**src/rtl/frame_sequencer_pkg.sv**
```systemverilog
// Shared definitions for the frame sequencer: register word offsets, CTRL/STATUS bit
// positions, master FSM state encodings, the configuration bundle handed from the register
// file to the sequencer, and the DWELL normalisation helper.
package frame_sequencer_pkg;

    // Slave register word offsets (s_bus.adr[2:0])
    localparam logic [2:0] RegCtrl   = 3'd0;
    localparam logic [2:0] RegBase   = 3'd1;
    localparam logic [2:0] RegStride = 3'd2;
    localparam logic [2:0] RegDwell  = 3'd3;
    localparam logic [2:0] RegStatus = 3'd4;

    // CTRL bit positions
    localparam int unsigned CtrlEnBit   = 0;
    localparam int unsigned CtrlLoopBit = 1;
    localparam int unsigned CtrlNfLsb   = 8;

    // STATUS bit positions
    localparam int unsigned StatErrBit  = 31;
    localparam int unsigned StatDoneBit = 30;
    localparam int unsigned StatPendBit = 29;
    localparam int unsigned StatIdxLsb  = 16;

    // Master FSM state encodings
    localparam logic [2:0] StIdle    = 3'd0;
    localparam logic [2:0] StLoad    = 3'd1;
    localparam logic [2:0] StWrite   = 3'd2;
    localparam logic [2:0] StWaitAck = 3'd3;
    localparam logic [2:0] StRun     = 3'd4;

    typedef struct packed {
        logic        en;
        logic        loop;
        logic [3:0]  nframes_m1;
        logic [14:0] base;
        logic [14:0] stride;
        logic [7:0]  dwell;
    } seq_cfg_t;

    // A programmed dwell of 0 behaves as 1 frame per step.
    function automatic logic [7:0] dwell_eff(input logic [7:0] dwell);
        return (dwell == 8'd0) ? 8'd1 : dwell;
    endfunction

endpackage

```
**src/rtl/frame_sequencer_if.sv**
```systemverilog
// Classic Wishbone single-cycle bus bundle used for both the CPU-facing slave port and the
// matrix-facing master port.
//   adr, dat_w, we, sel, cyc, stb : driven by the bus master
//   dat_r, ack                    : driven by the bus slave
// The master modport omits dat_r: the sequencer only ever writes.
interface frame_sequencer_if #(
    parameter int unsigned AW = 32,
    parameter int unsigned DW = 32
);
    logic [AW-1:0] adr;
    logic [DW-1:0] dat_w;
    logic [DW-1:0] dat_r;
    logic          we;
    logic [3:0]    sel;
    logic          cyc;
    logic          stb;
    logic          ack;

    modport master (output adr, dat_w, we, sel, cyc, stb, input ack);
    modport slave  (input adr, dat_w, we, sel, cyc, stb, output dat_r, ack);
endinterface

```
**src/rtl/frame_sequencer_regs.sv**
```systemverilog
// Register file and Wishbone slave decode for the frame sequencer.
// Ports:
//   wb_clk_i, wb_reset_i   clock, asynchronous active-high reset
//   s_bus                  Wishbone slave (zero wait states, registered read data)
//   hw_clr_en_i            sequencer request to drop CTRL.EN (done or ack timeout)
//   hw_set_err_i           sequencer request to set STATUS.ERR
//   hw_set_done_i          sequencer request to set STATUS.DONE
//   pend_i, idx_i, addr_i  live sequencer state reflected in STATUS
//   cfg_o                  programmed configuration
module frame_sequencer_regs
    import frame_sequencer_pkg::*;
(
    input  logic             wb_clk_i,
    input  logic             wb_reset_i,
    frame_sequencer_if.slave s_bus,
    input  logic             hw_clr_en_i,
    input  logic             hw_set_err_i,
    input  logic             hw_set_done_i,
    input  logic             pend_i,
    input  logic [3:0]       idx_i,
    input  logic [14:0]      addr_i,
    output seq_cfg_t         cfg_o
);

    seq_cfg_t    cfg_q, cfg_d;
    logic        err_q, err_d;
    logic        done_q, done_d;
    logic        ack_q, ack_d;
    logic [31:0] rdata_q, rdata_d;
    logic [31:0] rmux;
    logic [31:0] wdat;
    logic [3:0]  sel;
    logic [2:0]  word;
    logic        req;
    logic        wr;
    logic        unused_adr;

    assign word       = s_bus.adr[2:0];
    assign wdat       = s_bus.dat_w[31:0];
    assign sel        = s_bus.sel;
    assign unused_adr = ^s_bus.adr;

    // A new request is one not already being acknowledged, so each access acks exactly once.
    assign req = s_bus.cyc & s_bus.stb & ~ack_q;
    assign wr  = req & s_bus.we;

    always_comb begin
        rmux = '0;
        case (word)
            RegCtrl: begin
                rmux[CtrlEnBit]           = cfg_q.en;
                rmux[CtrlLoopBit]         = cfg_q.loop;
                rmux[CtrlNfLsb +: 4]      = cfg_q.nframes_m1;
            end
            RegBase:   rmux[14:0] = cfg_q.base;
            RegStride: rmux[14:0] = cfg_q.stride;
            RegDwell:  rmux[7:0]  = cfg_q.dwell;
            RegStatus: begin
                rmux[StatErrBit]          = err_q;
                rmux[StatDoneBit]         = done_q;
                rmux[StatPendBit]         = pend_i;
                rmux[StatIdxLsb +: 4]     = idx_i;
                rmux[14:0]                = addr_i;
            end
            default: rmux = '0;
        endcase
    end

    always_comb begin
        cfg_d   = cfg_q;
        err_d   = err_q;
        done_d  = done_q;
        ack_d   = req;
        rdata_d = (req && !s_bus.we) ? rmux : '0;

        if (wr) begin
            case (word)
                RegCtrl: begin
                    if (sel[0]) begin
                        cfg_d.en   = wdat[CtrlEnBit];
                        cfg_d.loop = wdat[CtrlLoopBit];
                    end
                    if (sel[1]) cfg_d.nframes_m1 = wdat[CtrlNfLsb +: 4];
                end
                RegBase: begin
                    if (sel[0]) cfg_d.base[7:0]  = wdat[7:0];
                    if (sel[1]) cfg_d.base[14:8] = wdat[14:8];
                end
                RegStride: begin
                    if (sel[0]) cfg_d.stride[7:0]  = wdat[7:0];
                    if (sel[1]) cfg_d.stride[14:8] = wdat[14:8];
                end
                RegDwell: begin
                    if (sel[0]) cfg_d.dwell = wdat[7:0];
                end
                RegStatus: begin
                    if (sel[3] && wdat[StatErrBit])  err_d  = 1'b0;
                    if (sel[3] && wdat[StatDoneBit]) done_d = 1'b0;
                end
                default: ;
            endcase
        end

        // Sequencer events override a coincident CPU write so a stop is never lost.
        if (hw_clr_en_i)   cfg_d.en = 1'b0;
        if (hw_set_err_i)  err_d    = 1'b1;
        if (hw_set_done_i) done_d   = 1'b1;
    end

    always_ff @(posedge wb_clk_i or posedge wb_reset_i) begin
        if (wb_reset_i) begin
            cfg_q   <= '0;
            err_q   <= 1'b0;
            done_q  <= 1'b0;
            ack_q   <= 1'b0;
            rdata_q <= '0;
        end else begin
            cfg_q   <= cfg_d;
            err_q   <= err_d;
            done_q  <= done_d;
            ack_q   <= ack_d;
            rdata_q <= rdata_d;
        end
    end

    assign s_bus.ack   = ack_q;
    assign s_bus.dat_r = rdata_q;
    assign cfg_o       = cfg_q;

endmodule

```
**src/rtl/frame_sequencer.sv**
```systemverilog
// Wishbone-configurable animation scheduler for the LED matrix frame buffer. After the CPU
// enables it, every DWELL frame ticks the block writes the next frame address to the matrix
// control register over its own Wishbone master port.
// Ports:
//   wb_clk_i, wb_reset_i   clock, asynchronous active-high reset
//   s_bus                  CPU-facing Wishbone slave (configuration / status)
//   m_bus                  Wishbone master to the matrix frame-address register
//   frame_tick             single-cycle pulse at each matrix frame boundary
//   busy                   sequencer not idle
module frame_sequencer
    import frame_sequencer_pkg::*;
#(
    parameter int unsigned   AW          = 32,
    parameter int unsigned   DW          = 32,
    parameter logic [AW-1:0] MATRIX_ADR  = '0,
    parameter int unsigned   ACK_TIMEOUT = 64
) (
    input  logic              wb_clk_i,
    input  logic              wb_reset_i,
    frame_sequencer_if.slave  s_bus,
    frame_sequencer_if.master m_bus,
    input  logic              frame_tick,
    output logic              busy
);

    localparam int unsigned ToW = $clog2(ACK_TIMEOUT + 1);

    seq_cfg_t cfg;

    logic [2:0]    state_q, state_d;
    logic [3:0]    idx_q, idx_d;
    logic [14:0]   addr_q, addr_d;
    logic [7:0]    dwell_cnt_q, dwell_cnt_d;
    logic          pend_q, pend_d;
    logic          en_prev_q;
    logic [ToW-1:0] to_cnt_q, to_cnt_d;
    logic          cyc_q, cyc_d;
    logic [DW-1:0] dat_q, dat_d;

    logic hw_clr_en;
    logic hw_set_err;
    logic hw_set_done;
    logic tick_live;
    logic advance;

    frame_sequencer_regs u_regs (
        .wb_clk_i      (wb_clk_i),
        .wb_reset_i    (wb_reset_i),
        .s_bus         (s_bus),
        .hw_clr_en_i   (hw_clr_en),
        .hw_set_err_i  (hw_set_err),
        .hw_set_done_i (hw_set_done),
        .pend_i        (pend_q),
        .idx_i         (idx_q),
        .addr_i        (addr_q),
        .cfg_o         (cfg)
    );

    // Frame ticks only pace playback while a sequence is active and enabled.
    assign tick_live = frame_tick && cfg.en &&
                       (state_q inside {StRun, StWrite, StWaitAck});

    always_comb begin
        state_d     = state_q;
        idx_d       = idx_q;
        addr_d      = addr_q;
        dwell_cnt_d = dwell_cnt_q;
        pend_d      = pend_q;
        to_cnt_d    = to_cnt_q;
        cyc_d       = cyc_q;
        dat_d       = dat_q;
        hw_clr_en   = 1'b0;
        hw_set_err  = 1'b0;
        hw_set_done = 1'b0;
        advance     = 1'b0;

        // >= rather than == so a DWELL lowered mid-count still advances promptly.
        if (tick_live) begin
            if (dwell_cnt_q >= dwell_eff(cfg.dwell) - 8'd1) begin
                dwell_cnt_d = 8'd0;
                advance     = 1'b1;
            end else begin
                dwell_cnt_d = dwell_cnt_q + 8'd1;
            end
        end

        case (state_q)
            StIdle: begin
                if (cfg.en && !en_prev_q) state_d = StLoad;
            end
            StLoad: begin
                idx_d       = 4'd0;
                addr_d      = cfg.base;
                dwell_cnt_d = 8'd0;
                pend_d      = 1'b1;
                state_d     = StWrite;
            end
            StWrite: begin
                cyc_d    = 1'b1;
                dat_d    = {{(DW - 16){1'b0}}, addr_q, 1'b0};
                pend_d   = 1'b0;
                to_cnt_d = '0;
                state_d  = StWaitAck;
            end
            StWaitAck: begin
                if (m_bus.ack) begin
                    cyc_d   = 1'b0;
                    state_d = StRun;
                end else if (to_cnt_q == ToW'(ACK_TIMEOUT - 1)) begin
                    cyc_d      = 1'b0;
                    hw_set_err = 1'b1;
                    hw_clr_en  = 1'b1;
                    state_d    = StIdle;
                end else begin
                    to_cnt_d = to_cnt_q + 1'b1;
                end
            end
            StRun: begin
                if (!cfg.en)     state_d = StIdle;
                else if (pend_q) state_d = StWrite;
            end
            default: state_d = StIdle;
        endcase

        // Applied after the state logic so an advance landing on the WRITE cycle re-arms
        // PEND; repeated advances before the write simply overwrite ADDR (coalescing).
        if (advance) begin
            if (idx_q == cfg.nframes_m1) begin
                if (cfg.loop) begin
                    idx_d  = 4'd0;
                    addr_d = cfg.base;
                    pend_d = 1'b1;
                end else begin
                    hw_set_done = 1'b1;
                    hw_clr_en   = 1'b1;
                end
            end else begin
                idx_d  = idx_q + 4'd1;
                addr_d = addr_q + cfg.stride;
                pend_d = 1'b1;
            end
        end
    end

    always_ff @(posedge wb_clk_i or posedge wb_reset_i) begin
        if (wb_reset_i) begin
            state_q     <= StIdle;
            idx_q       <= 4'd0;
            addr_q      <= 15'd0;
            dwell_cnt_q <= 8'd0;
            pend_q      <= 1'b0;
            en_prev_q   <= 1'b0;
            to_cnt_q    <= '0;
            cyc_q       <= 1'b0;
            dat_q       <= '0;
        end else begin
            state_q     <= state_d;
            idx_q       <= idx_d;
            addr_q      <= addr_d;
            dwell_cnt_q <= dwell_cnt_d;
            pend_q      <= pend_d;
            en_prev_q   <= cfg.en;
            to_cnt_q    <= to_cnt_d;
            cyc_q       <= cyc_d;
            dat_q       <= dat_d;
        end
    end

    assign m_bus.adr   = MATRIX_ADR;
    assign m_bus.dat_w = dat_q;
    assign m_bus.we    = cyc_q;
    assign m_bus.sel   = {4{cyc_q}};
    assign m_bus.cyc   = cyc_q;
    assign m_bus.stb   = cyc_q;
    assign busy        = (state_q != StIdle);

endmodule

```
**src/flat_wrapper.sv**
```systemverilog
// flat-port wrapper written by rule: the top's interface ports become plain ports
module frame_sequencer_flat import frame_sequencer_pkg::*;
#(
    parameter int unsigned   AW          = 32,
    parameter int unsigned   DW          = 32,
    parameter logic [AW-1:0] MATRIX_ADR  = '0,
    parameter int unsigned   ACK_TIMEOUT = 64
)
  (wb_clk_i, wb_reset_i, frame_tick, busy, s_bus_adr, s_bus_dat_w, s_bus_we, s_bus_sel, s_bus_cyc, s_bus_stb, s_bus_dat_r, s_bus_ack, m_bus_adr, m_bus_dat_w, m_bus_we, m_bus_sel, m_bus_cyc, m_bus_stb, m_bus_ack);
  frame_sequencer_if #(.AW(AW), .DW(DW)) s_bus_i ();
  frame_sequencer_if #(.AW(AW), .DW(DW)) m_bus_i ();
  input  logic wb_clk_i;
  input  logic wb_reset_i;
  input  logic frame_tick;
  output logic busy;
  input wire logic [$bits(s_bus_i.adr)-1:0] s_bus_adr;
  input wire logic [$bits(s_bus_i.dat_w)-1:0] s_bus_dat_w;
  input wire logic [$bits(s_bus_i.we)-1:0] s_bus_we;
  input wire logic [$bits(s_bus_i.sel)-1:0] s_bus_sel;
  input wire logic [$bits(s_bus_i.cyc)-1:0] s_bus_cyc;
  input wire logic [$bits(s_bus_i.stb)-1:0] s_bus_stb;
  output wire logic [$bits(s_bus_i.dat_r)-1:0] s_bus_dat_r;
  output wire logic [$bits(s_bus_i.ack)-1:0] s_bus_ack;
  output wire logic [$bits(m_bus_i.adr)-1:0] m_bus_adr;
  output wire logic [$bits(m_bus_i.dat_w)-1:0] m_bus_dat_w;
  output wire logic [$bits(m_bus_i.we)-1:0] m_bus_we;
  output wire logic [$bits(m_bus_i.sel)-1:0] m_bus_sel;
  output wire logic [$bits(m_bus_i.cyc)-1:0] m_bus_cyc;
  output wire logic [$bits(m_bus_i.stb)-1:0] m_bus_stb;
  input wire logic [$bits(m_bus_i.ack)-1:0] m_bus_ack;
  assign s_bus_i.adr = s_bus_adr;
  assign s_bus_i.dat_w = s_bus_dat_w;
  assign s_bus_i.we = s_bus_we;
  assign s_bus_i.sel = s_bus_sel;
  assign s_bus_i.cyc = s_bus_cyc;
  assign s_bus_i.stb = s_bus_stb;
  assign s_bus_dat_r = s_bus_i.dat_r;
  assign s_bus_ack = s_bus_i.ack;
  assign m_bus_adr = m_bus_i.adr;
  assign m_bus_dat_w = m_bus_i.dat_w;
  assign m_bus_we = m_bus_i.we;
  assign m_bus_sel = m_bus_i.sel;
  assign m_bus_cyc = m_bus_i.cyc;
  assign m_bus_stb = m_bus_i.stb;
  assign m_bus_i.ack = m_bus_ack;
  frame_sequencer #(.AW(AW), .DW(DW), .MATRIX_ADR(MATRIX_ADR), .ACK_TIMEOUT(ACK_TIMEOUT)) u_core (.wb_clk_i(wb_clk_i), .wb_reset_i(wb_reset_i), .s_bus(s_bus_i), .m_bus(m_bus_i), .frame_tick(frame_tick), .busy(busy));
endmodule
```
**config.mk**
```make
export PLATFORM = sky130hd
export DESIGN_NAME = frame_sequencer_flat
export DESIGN_NICKNAME = d
export VERILOG_FILES = /design/src/rtl/frame_sequencer_pkg.sv /design/src/rtl/frame_sequencer_if.sv /design/src/rtl/frame_sequencer_regs.sv /design/src/rtl/frame_sequencer.sv /design/src/flat_wrapper.sv
export SDC_FILE = /design/constraint.sdc
export NUM_CORES = 1
export LEC_CHECK = 0
export BUFFER_PORTS_ARGS = -buffer_cell sky130_fd_sc_hd__buf_2
export CAP_MARGIN = 40
export CORE_MARGIN = 2
export CORE_UTILIZATION = 30
export DETAILED_ROUTE_END_ITERATION = 10
export SYNTH_ARGS = -nofsm -noshare
export SYNTH_HDL_FRONTEND = slang
export SYNTH_HIERARCHICAL = 1
export SYNTH_SLANG_ARGS = --single-unit
```
**constraint.sdc**
```tcl
create_clock -name wb_clk_i -period 4.25 [get_ports wb_clk_i]
set_clock_uncertainty 0.2 [all_clocks]
set_input_delay 0.85 -clock wb_clk_i [delete_from_list [all_inputs] [get_ports wb_clk_i]]
set_output_delay 0.85 -clock wb_clk_i [all_outputs]
set_load 0.01 [all_outputs]
```
* After elaboration in Yosys (flattened, before gate mapping)
Cells that the tools add are included. Widths: inputs -> output; s select.
Storage, ports and cells: bits in registers 134, input bits 75, output and inout bits 105
Operators by class: $add $sub $neg 5, $lt $le $gt $ge 1, equal/unequal tests 15, muxes and demuxes 67, bitwise logic cells 4, reduce and logical (&&, ||, !) cells 37
Operators by type and width (count):
- $mux 15 | 6
- $mux 8 | 8
- $mux 44 | 1
- $reduce_and 3->1 | 12
- $mux 32 | 1
- $mux 7 | 4
- $mux 1 | 25
- $mux 4 | 6
- $pmux 6 s4 | 1
- $reduce_bool 2->1 | 11
- $mux 3 | 6
- $pmux 4 s4 | 1
- $add 15x15->15 | 1
- $pmux 3 s5 | 1
- $pmux 7 s2 | 1
- $eq 3x2->1 const B | 4
- $pmux 2 s5 | 1
- $pmux 3 s3 | 1
- $add 8x1->8 const B | 1
- $ge 8x8->1 | 1
- $logic_not 8->1 | 1
- $sub 8x1->8 const B | 1
- $add 7x1->7 const B | 1
- $eq 7x6->1 const B | 1
- 18 further kinds | 32

* Depth between registers and ports, before layout
depth in word-level cells 9, gate-level depth with buffers 17, depth with buffers taken out 17

* Cells and area by module
Netlist, hierarchy kept.
Modules (own cells, without submodules):
- frame_sequencer | instances 1, cells an instance 432, area an instance 4037.6 µm², sequential area each 1376.3 µm²
- frame_sequencer_regs | instances 1, cells an instance 258, area an instance 3278.1 µm², sequential area each 1726.7 µm²

* Least setup slack after synthesis
Ideal clock, no wire load.
path type register -> register, start register u_core.u_regs.cfg_q, in the netlist u_core/u_regs/cfg_o[4], end register u_core.addr_q[11], arrival time 2805 ps, data required time 3924 ps, path slack 1119 ps, stages on the path, launching flop included 18, clock period less this slack 3131 ps, path through dfrtp_1 > nor2_1 > nand3_1 > nor2_1 > nor2_1 > ha_1 > nand2_1 > nor3_1 > xnor2_1 > ha_1 > nand4_1 > nor2_1 > or4b_4 > nand2_2 > a21o_4 > buf_12 > mux2i_1 > mux2i_1
On the way: word-level cells in the longest chain between the ends 7
Ends and longest elaborated chain:
- start, declared | line frame_sequencer_regs.sv:25 | seq_cfg_t cfg_q, cfg_d;
- start signal, assigned | line frame_sequencer_regs.sv:118 | cfg_q <= cfg_d;
- $logic_not 8->1 | line frame_sequencer_pkg.sv:42 | return (dwell == 8'd0) ? 8'd1 : dwell;
- $mux 8 (*) | line frame_sequencer_pkg.sv:42
- $sub 8x1->8 (*) | line frame_sequencer.sv:79 | if (dwell_cnt_q >= dwell_eff(cfg.dwell) - 8'd1) begin
- $ge 8x8->1 (*) | line frame_sequencer.sv:79
- $mux 1 (*) | line frame_sequencer.sv:79
- $mux 1 (*) | line frame_sequencer.sv:78 | if (tick_live) begin
- $mux 15 (*) | line frame_sequencer.sv:127 | if (advance) begin
- net u_core.addr_d[11] | line frame_sequencer.sv:32 | logic [14:0] addr_q, addr_d;
- end signal, assigned | line frame_sequencer.sv:159 | addr_q <= addr_d;
- end, declared | line frame_sequencer.sv:32
The timed path passes the listed nets; every way through them passes the cells marked *. A chain may end at the register's enable or synchronous reset.

* Worst setup path after layout
start register u_core.u_regs.cfg_q, in the netlist u_core/u_regs/cfg_o[4], end register u_core.idx_q[0]
On the way: word-level cells in the longest chain between the ends 7
Ends and longest elaborated chain:
- $logic_not 8->1 | line frame_sequencer_pkg.sv:42
- $mux 8 (*) | line frame_sequencer_pkg.sv:42
- $sub 8x1->8 (*) | line frame_sequencer.sv:79
- $ge 8x8->1 (*) | line frame_sequencer.sv:79
- $mux 1 (*) | line frame_sequencer.sv:79
- $mux 1 (*) | line frame_sequencer.sv:78
- $mux 4 (*) | line frame_sequencer.sv:127
- net u_core.idx_d[0] | line frame_sequencer.sv:31 | logic [3:0] idx_q, idx_d;
- end signal, assigned | line frame_sequencer.sv:158 | idx_q <= idx_d;
- end, declared | line frame_sequencer.sv:31
Marks and branches as above.

==> qor.yml <==
clock_network:
  htree_levels: 4
  worstSkewPairLatency_ns: 0.43
  tritoncts.num_buffers: 17
  post_cts.repair.setup_buffers: 0
  clock-sinks: 124
  path_clk_slew_ns: 0.06
  clock_tree.buffer_depth: 2
  cts_tree: "yes"
  cts_root_buffer: "clkbuf_16"
  cts_resized: 0
  cts_hold_buf: 0
layout:
  nets: 865
  final_core_utilization: 0.346
  layout-drive-gt1-share: 0.264
  summed_area_of_non_filler_cells_in_the_final_layout_um2: 8350
  final_cell_count_no_fill: 1100
  area.growth.synth_to_final_pct: 14.2
  antenna_cells: 0
global_routing:
  total_routing_resource_utilization_after_global_routing: 0.141
  grt_pass1_wl_um: 28200
  grt_max_degree: 39
  via_count_of_the_first_global_routing_pass: 5074
  globalRouteOverflowTotal: 0
  initial_antenna_violation_count: 0
worst_setup_path:
  critPathLaunchType: "flip-flop"
  worst_setup_path_endpoint: "u_core/idx_q[0]$_DFF_PP0_"
  ff2ff_path_depth: 16
  worst_ep_required_time_ns: 4.36
  setup.worst_path.end_class: "flip-flop"
  setup.worst_path.class: "flip-flop to flip-flop"
  timing.critical_path.cells: "nor2_1, nand3_1, nor2_1, nor2_1, ha_1, nand2_1, nor3_1, xnor2_1, ha_1, nand4_1, nor2_1, or4b_4, nand2_2, a21o_4, nor2_1, mux2_2"
  timing.critical_path.slowest_stage_cell: "dfrtp_1"
  timing.critical_path.arrival_ns: 3.87
  cpMostUsedCell: "nor2_1"
  worstReg2RegStart: "u_core/u_regs/cfg_o[4]$_DFFE_PP0P_"
  worst_path_largest_cell_delay_ns: 0.48
  critical_path_peak_fanout: 11
  worstReg2RegEnd: "u_core/idx_q[0]$_DFF_PP0_"
  rrSetupSlack_ns: 0.49
  timing.critical_path.from: "u_core/u_regs/cfg_o[4]$_DFFE_PP0P_"
die:
  floorplan.io_pins: 180
  rows: 57
  start_util: 0.303
  floorplan.die.width_um: 160
  die_area_um2: 25700
  die_height_um: 160
  coreArea_um2: 24100
drt:
  route.vias.total: 5260
  wire_length_per_cell_um: 16.1
  drt-total-wl_um: 17700
  drtIter0Drc: 310
  drt_drc_violations_left: 0
  viasPerCell: 4.78
  antenna_violating_nets_post_route: 0
  drtPass1Iterations: 4
timing:
  rsz0062_at_grt: "false"
  setup_total_negative_slack_ns: 0
  fmax_mhz: 266
  worst_slack_ns: 0.491
  number_of_pins_with_negative_max_slew_slack_in_the_final_report: 0
  holdWs_ns: 0.273
  final_min_period_over_clock_period: 0.885
  setup_viol: 0
  layout_min_cycle_time_ns: 3.76
  worst_slew_pin_slew_ns: 0.770
  max_slew_margin: 0.487
  hold_violations: 0
logic_synthesis:
  synth_cells: 690
  synth_simple_gate_area_share: 0.148
  largest_family_of_logic_cells_by_synthesized_area: "simple AND/OR/NAND/NOR gates"
  share_of_synthesized_area_occupied_by_flip_flops_and_latches: 0.424
  synth_fa_ha_area_frac: 0.0472
  postSynth.topFlopCell: "dfrtp_1"
  synth.top_cells.by_area: "dfrtp_1 42%, mux2_2 9.7%, buf_4 7.0%, ha_1 4.4%, mux2i_1 3.8%"
  postSynthRegisterBits: 124
  synth_compound_gate_area_share: 0.115
  yosysWarningCount: 6
  syn-mean-instance-area_um2: 10.6
  synthArstFlopShare: 1.00
  synth_most_common_cell: "dfrtp_1"
  post_synth_mux_area_share: 0.135
  yosysTopAreaCell: "dfrtp_1"
  synth_xor_area_frac: 0.0299
  synth-edff-count: 0
  mappedNetlistArea_um2: 7320
  ranking_of_synthesized_cells_by_instance_count: "124 x dfrtp_1, 68 x buf_4, 63 x mux2_2, 37 x a21oi_1, 37 x nor2_1"
  synth_largest_type_area_fraction: 0.424
  synthDistinctLibCells: 72
power_and_ir_drop:
  max-vdd-ir-drop_mv: 0.250
  sequentialPowerShare: 0.367
  cellPowerDensity_nw_per_um2: 516
  cell_internal_pwr_mw: 2.90
  comb_power_share: 0.273
  power_mw: 4.31
  power.share.clock: 0.360
  total_leakage_power_nw: 4.01
  p_switching_mw: 1.41
  p_sw_frac: 0.327
place:
  post-place-cells: 1068
  dpl_worst_slack_ns: 0.551
  post-dp-hpwl_um: 12700
  port_buffers: 75
  placed_cell_area_um2: 7730
  gp_congestion: 0.805
flow_run:
  maxCapViolations: 0
min_path:
  worst_hold_path_type: "flip-flop to flip-flop"
status:
  status: "finished clean"
## area by class of cell
type / instances / area (µm²)
clock buffer: 20 / 457
clock inverter: 12 / 169
fill: 2490 / 15800
inverter: 19 / 71.3
multi-input combinational: 518 / 3710
sequential: 124 / 3100
tap: 324 / 405
timing repair buffer: 83 / 435
## layout by cell type (no fill, tap or decap), drive strengths merged, types with 12 or more instances in the layout
master / n
dfrtp: 124
nand3b: 21
ha: 26
nand3: 24
mux2: 63
xnor2: 15
o21ai: 32
conb: 59
inv: 19
a21o: 14
clkbuf: 20
nor3: 12
nand2: 35
a21oi: 40
mux2i: 28
nor2: 39
buf: 83
## worst min-delay path by stage
stage / startpoint / to / slack [ns] / cells after the start
6_report: u_core/pend_q$_DFF_PP0_ / u_core/state_q[2]$_DFFE_PP0P_ / 0.27 / 1
5_1_grt: wb_reset_i / u_core/m_bus.dat_w[9]$_DFFE_PP0P_ / 0.31 / 2
4_1_cts: u_core/pend_q$_DFF_PP0_ / u_core/state_q[2]$_DFFE_PP0P_ / 0.27 / 1
3_5_place_dp: u_core/pend_q$_DFF_PP0_ / u_core/state_q[2]$_DFFE_PP0P_ / 0.27 / 1
3_3_place_gp: u_core/u_regs/s_bus.ack$_DFF_PP0_ / u_core/u_regs/s_bus.ack$_DFF_PP0_ / 0.26 / 1
2_1_floorplan: u_core/u_regs/cfg_o[43]$_DFFE_PP0P_ / u_core/en_prev_q$_DFF_PP0_ / 0.23 / 0
## state kept, by name, summed over array words and instances, names as in the netlist, 3 cells and up
| name | cells |
|---|---|
| u_core/u_regs/cfg_o | 44 |
| u_core/u_regs/s_bus.dat_r | 22 |
| u_core/addr_q | 15 |
| u_core/m_bus.dat_w | 15 |
| u_core/dwell_cnt_q | 8 |
| u_core/to_cnt_q | 7 |
| u_core/idx_q | 4 |
| u_core/state_q | 3 |
## cell families (layout without fill, tap and decap cells)
| kind of cell | count (synthesis) | after routing |
|---|---|---|
| and+or+nand+nor | 184 | 184 |
| AOI/OAI and AO/OA | 132 | 132 |
| DFF | 124 | 124 |
| buffers and inverters | 105 | 134 |
| muxes | 91 | 91 |
| adders and majority gates | 27 | 27 |
| xor gates and xnor gates | 25 | 25 |
| other | 2 | 59 |
## power by group through the flow
stage                     sequential, mW  combinational, mW  clock [mW]
after CTS                           1.58               1.19        1.58
after global routing                1.62               1.31        1.63
final                               1.58               1.18        1.55
after floorplan                     1.55              0.951           0
after global placement              1.60               1.16           0
after detailed placement            1.60               1.18           0
## worst max-delay path, delay by kind of cell (launching register included)
| family | cells | cell delay, ns |
|---|---|---|
| flip-flops | 1 | 0.48 |
| multiplexers | 1 | 0.28 |
| XOR/XNOR | 1 | 0.11 |
| AO/OA/AOI/OAI | 1 | 0.27 |
| adder cells (fa/ha/maj) | 2 | 0.54 |
| AND/OR/NAND/NOR | 11 | 1.77 |
## routing by layer
layer,wire (µm),part of all wire,GRT usage
met1,8460,0.48,0.188
met2,8350,0.47,0.229
met3,763,0.043,0.0369
met5,0,0,0
met4,140,0.0079,0.0328
Note: power is estimated with default switching activity, not from simulation.
